File: config.mk
export PLATFORM = sky130hd
export DESIGN_NAME = counter_pad_host
export DESIGN_NICKNAME = d
export VERILOG_FILES = /design/src/rtl/counter_pad_pkg.sv /design/src/rtl/counter_pad_timer.sv /design/src/rtl/counter_pad_host.sv
export SDC_FILE = /design/constraint.sdc
export NUM_CORES = 1
export LEC_CHECK = 0
export CORE_ASPECT_RATIO = 1.5
export CORE_UTILIZATION = 42
export DETAILED_ROUTE_END_ITERATION = 10
export HOLD_SLACK_MARGIN = 0.05
export PLACE_DENSITY_LB_ADDON = 0.25
export SYNTH_ARGS = -nofsm -noshare
export SYNTH_HDL_FRONTEND = slang
export SYNTH_SLANG_ARGS = --single-unit
File: constraint.sdc
create_clock -name clk -period 3.3 [get_ports clk]
set_clock_uncertainty 0.2 [all_clocks]
set_input_delay 0.495 -clock clk [delete_from_list [all_inputs] [get_ports clk]]
set_output_delay 0.495 -clock clk [all_outputs]
set_load 0.02 [all_outputs]
File: src/rtl/counter_pad_pkg.sv
// Shared types and defaults for the counter pad host: FSM states, parameter
// defaults, timer width and the levels the pads rest at when released.
package counter_pad_pkg;

    typedef enum logic [2:0] {
        IDLE       = 3'd0,
        WR_SETUP   = 3'd1,
        WR_STROBE  = 3'd2,
        WR_RELEASE = 3'd3,
        RD_ENABLE  = 3'd4,
        TURN       = 3'd5
    } state_t;

    localparam int DEF_WIDTH   = 41;
    localparam int DEF_SETTLE  = 2;
    localparam int DEF_WR_HOLD = 2;

    localparam int TMR_W = 8;

    localparam logic PAD_OEB_IDLE = 1'b1;
    localparam logic PAD_WEB_IDLE = 1'b1;
    localparam logic PAD_OE_IDLE  = 1'b0;

endpackage

File: src/rtl/counter_pad_timer.sv
// Loadable down-counter that stops at zero; done is high while the count is zero.
module counter_pad_timer #(
    parameter int W = 8
) (
    input  logic         clk,
    input  logic         rst,
    input  logic         load,
    input  logic [W-1:0] load_val,
    output logic         done
);

    logic [W-1:0] cnt;

    always_ff @(posedge clk or posedge rst) begin
        if (rst) begin
            cnt <= '0;
        end else if (load) begin
            cnt <= load_val;
        end else if (cnt != '0) begin
            cnt <= cnt - 1'b1;
        end
    end

    assign done = (cnt == '0);

endmodule

File: src/rtl/counter_pad_host.sv
// Host-side sequencer for a counter chip on a shared bidirectional bus.
// Build macro COUNTER_PAD_HOST_DELTA_EN adds rsp_delta (sample-to-sample difference).
module counter_pad_host
    import counter_pad_pkg::*;
#(
    parameter int WIDTH   = DEF_WIDTH,
    parameter int SETTLE  = DEF_SETTLE,
    parameter int WR_HOLD = DEF_WR_HOLD
) (
    input  logic             clk,
    input  logic             rst,
    input  logic             req_valid,
    output logic             req_ready,
    input  logic             req_write,
    input  logic [WIDTH-1:0] req_data,
    output logic             rsp_valid,
    output logic [WIDTH-1:0] rsp_data,
`ifdef COUNTER_PAD_HOST_DELTA_EN
    output logic [WIDTH-1:0] rsp_delta,
`endif
    output logic             pad_oeb,
    output logic             pad_web,
    output logic             pad_oe,
    output logic [WIDTH-1:0] pad_out,
    input  logic [WIDTH-1:0] pad_in
);

    state_t             state;
    state_t             state_nxt;
    logic               wr_q;
    logic [WIDTH-1:0]   data_q;
    logic               accept;
    logic               sample_en;
    logic               tmr_load;
    logic [TMR_W-1:0]   tmr_val;
    logic               tmr_done;

    always_ff @(posedge clk or posedge rst) begin
        if (rst) begin
            state <= IDLE;
        end else begin
            state <= state_nxt;
        end
    end

    always_comb begin
        state_nxt = state;
        case (state)
            IDLE: begin
                if (req_valid) begin
                    state_nxt = req_write ? WR_SETUP : RD_ENABLE;
                end
            end
            WR_SETUP:   state_nxt = WR_STROBE;
            WR_STROBE:  if (tmr_done) state_nxt = WR_RELEASE;
            WR_RELEASE: state_nxt = TURN;
            RD_ENABLE:  if (tmr_done) state_nxt = TURN;
            TURN:       state_nxt = IDLE;
            default:    state_nxt = IDLE;
        endcase
    end

    // Timer is loaded with (cycles - 1) on the edge that enters a timed state.
    always_comb begin
        req_ready = 1'b0;
        accept    = 1'b0;
        pad_oeb   = PAD_OEB_IDLE;
        pad_web   = PAD_WEB_IDLE;
        pad_oe    = PAD_OE_IDLE;
        pad_out   = '0;
        rsp_valid = 1'b0;
        sample_en = 1'b0;
        tmr_load  = 1'b0;
        tmr_val   = '0;
        case (state)
            IDLE: begin
                req_ready = 1'b1;
                accept    = req_valid;
                if (req_valid && !req_write) begin
                    tmr_load = 1'b1;
                    tmr_val  = TMR_W'(SETTLE - 1);
                end
            end
            WR_SETUP: begin
                pad_oe   = 1'b1;
                pad_out  = data_q;
                tmr_load = 1'b1;
                tmr_val  = TMR_W'(WR_HOLD - 1);
            end
            WR_STROBE: begin
                pad_oe  = 1'b1;
                pad_out = data_q;
                pad_web = 1'b0;
            end
            WR_RELEASE: begin
                pad_oe  = 1'b1;
                pad_out = data_q;
            end
            RD_ENABLE: begin
                pad_oeb   = 1'b0;
                sample_en = tmr_done;
            end
            TURN: begin
                rsp_valid = !wr_q;
            end
            default: ;
        endcase
    end

    always_ff @(posedge clk or posedge rst) begin
        if (rst) begin
            wr_q   <= 1'b0;
            data_q <= '0;
        end else if (accept) begin
            wr_q   <= req_write;
            data_q <= req_data;
        end
    end

`ifdef COUNTER_PAD_HOST_DELTA_EN
    logic [WIDTH-1:0] prev_q;

    always_ff @(posedge clk or posedge rst) begin
        if (rst) begin
            rsp_data  <= '0;
            rsp_delta <= '0;
            prev_q    <= '0;
        end else if (sample_en) begin
            rsp_data  <= pad_in;
            rsp_delta <= pad_in - prev_q;
            prev_q    <= pad_in;
        end
    end
`else
    always_ff @(posedge clk or posedge rst) begin
        if (rst) begin
            rsp_data <= '0;
        end else if (sample_en) begin
            rsp_data <= pad_in;
        end
    end
`endif

    counter_pad_timer #(
        .W(TMR_W)
    ) u_timer (
        .clk      (clk),
        .rst      (rst),
        .load     (tmr_load),
        .load_val (tmr_val),
        .done     (tmr_done)
    );

endmodule

==> impl_metrics.ini <==
[yosys]
synthArstFlopShare_pct = 100.0
synth.avg_cell_area_sq_um = 13.88
ys_warn_count = 0
yosysSeqAreaShare_pct = 58.22
yosysUniqueCellTypes = 36
syn-num-nets = 379
synth_flop_cell = dfrtp_1
synth_edf_count = 0
netlist_area_sq_mm = 0.004040
ys_ff_latch = 94
syn_inst = 291

[global_route]
grt_overflow_total = 0
antenna_found_initial = 0
grt_pass1_vias = 2909
grt_use_total_pct = 17.76
grt_max_degree = 49
grt_pass1_wl_um = 13490

[route]
routed.top_layer = met4
routed-wl-met2_um = 4138
drt_iter0_drc = 75
post-route-drc-count = 0
dr_wl_met3_um = 877
wl_met1_um = 3303
ant_nets = 0
routed_wirelength_um = 8456
detail_route.wl_per_cell_um = 14.53
firstDrtPassIters = 4
num_vias = 2856
viasPerCell = 4.907

[clock_tree]
cts_resized = 0
clk_latency_ns = 0.33
cts.clk_slew.worst_paths_ns = 0.06
post_cts_buffers = 0
cts_buffers = 9
clockRootBuffer = clkbuf_16
cts_tree = yes
postCtsHoldBufs = 0
htreeDepth = 3
cts_sinks = 94
cts.path.max_buffers = 2

[timing]
finalMaxSlewViolations = 0
final_hold_viol_count = 0
slew_headroom_pct = 55.43
worst_pin_slew_ns = 0.6656
fin_crit_ns = 2.928
final.setup.tns_ns = 0
max_freq_mhz = 341.6
setup_viol = 0
finalCritPeriodShare_pct = 88.72
rsz0062_at_grt = false
hold_slack_ns = 0.2089

[worst_setup_path]
worstPathBufferInverterCount = 2
cp_slowest_stage_delay_ns = 0.61
critical_path.top_delay_family = buffers and inverters
crit_type = reg -> out
path_cells = nor2_1 -> nor2_2 -> buf_4 -> and2_1 -> clkdlybuf4s50_1
crit_path_end_kind = output pin
worstPathArrival_ns = 2.23
critical_path_required_ns = 2.60
worst_path_max_delay_cell = clkdlybuf4s50_1
critPathMaxFanout = 42
setup.worst_path.start_class = flop

[power]
vdd_drop_max_v = 0.0005720
p_sw_mw = 2.126
leakagePower_nw = 2.520
internal-power_mw = 3.900
clkPwrFrac_pct = 15.8
power_frac_comb_pct = 49.8
switching_share_pct = 35.28
powerDensity_mw_per_mm2 = 980.4
seqPwrFrac_pct = 34.4

[final_layout]
antennaDiodeCount = 0
layout_commonest_cell = clkdlybuf4s50_1
area_growth_pct = 52.12
drive_above_1_share_pct = 23.40
finalNetCount = 553
final_cell_mix = clkdlybuf4s50_1 (172), dfrtp_1 (94), mux2_2 (79)

[floorplanning]
coreArea_sq_mm = 0.009308
dieArea_sq_mm = 0.01002
die_h_um = 122.1
initial_core_util_pct = 43.41
pin_count = 173
rows = 43
die_w_um = 82.08

[hold_path]
hp-class = in -> async

[place]
routabilityCongestion = 0.7625
port_buffers = 172
place_hpwl_um = 6226

[outcome]
status = completed

[flow_run]
drv_cap = 0
-- area by class of cell --
| cell class | instances | area [sq um] |
|---|---|---|
| well taps | 112 | 140.1 |
| repair buffers | 178 | 1779 |
| clock inverters | 5 | 33.78 |
| flip-flops and latches | 94 | 2352 |
| fillers | 715 | 3162 |
| inverters | 5 | 20.02 |
| clock buffers | 11 | 242.7 |
| multi-input cells | 177 | 1578 |
-- synthesized netlist by cell type, types with 2 or more instances --
master	number	area share, %
a2111o_1	2	0.56
a21oi_1	8	0.99
and2_1	41	6.3
buf_2	4	0.50
buf_6	3	0.84
clkbuf_1	7	0.65
dfrtp_1	94	58
ha_1	2	0.62
inv_1	5	0.46
mux2_1	3	0.84
mux2_2	79	22
nand2_1	5	0.46
nand2b_1	2	0.31
nor2_1	4	0.37
nor3_1	3	0.37
o21ai_0	7	0.87
or3_1	2	0.31
or4_1	2	0.37
-- routing by layer --
| metal | global-route usage (%) | vias to the layer above |
|---|---|---|
| li1 | - | 1364 |
| met1 | 20.30 | 1351 |
| met2 | 29.29 | 130 |
| met3 | 7.341 | 11 |
| met4 | 6.360 | 0 |
| met5 | 0 | - |
-- registers in the layout (all words and copies together), names as in the netlist --
name / count
rsp_data: 41
wr_q: 1
data_q: 41
state: 3
u_timer.cnt: 8
-- final timing paths --
path | cells after the start | startpoint | slack, ns | endpoint
setup / recovery | 5 | state[0]$_DFFE_PP0P_ | 0.37 | pad_out[30]
hold / removal | 2 | rst | 0.21 | rsp_data[39]$_DFFE_PP0P_
setup reg to reg | 6 | u_timer.cnt[0]$_DFFE_PP0P_ | 0.93 | rsp_data[17]$_DFFE_PP0P_
hold reg to reg | 1 | data_q[0]$_DFFE_PP0P_ | 0.28 | data_q[0]$_DFFE_PP0P_
max in group asynchronous | 3 | rst | 2.00 | data_q[21]$_DFFE_PP0P_
min in group clk | 1 | data_q[0]$_DFFE_PP0P_ | 0.28 | data_q[0]$_DFFE_PP0P_
-- power groups by stage --
| stage | logic, mW | clock network [mW] | registers [mW] |
|---|---|---|---|
| 3_5_place_dp | 3.04 | 0 | 2.10 |
| 2_1_floorplan | 1.50 | 0 | 2.33 |
| 4_1_cts | 3.05 | 0.987 | 2.09 |
| 5_1_grt | 3.22 | 1.02 | 2.17 |
| 3_3_place_gp | 2.98 | 0 | 2.06 |
| 6_report | 3.00 | 0.949 | 2.07 |
-- stage by stage --
stage | setup slack (ns) | util, % | cell area (sq um) | instances | total power, mW
final | 0.3723 | 66.03 | 6146 | 582 | 6.026
after global routing | 0.2197 | 66.03 | 6146 | 582 | 6.408
after CTS | 0.3194 | 66.03 | 6146 | 582 | 6.121
after detailed placement | 0.6892 | 63.06 | 5869 | 566 | 5.136
after global placement | 0.7576 | 63.06 | 5869 | 566 | 5.042
after floorplan | 0.1563 | - | 4040 | 291 | 3.827
-- cell families after synthesis --
| family | after synthesis | synth area share, % |
|---|---|---|
| and+or+nand+nor | 69 | 11.71 |
| xor gates and xnor gates | 1 | 0.2168 |
| adders and majority gates | 2 | 0.6193 |
| DFF | 94 | 58.22 |
| buffers and inverters | 20 | 2.787 |
| AOI/OAI and AO/OA | 23 | 3.593 |
| muxes | 82 | 22.86 |
(Power assumes the default switching activity.)
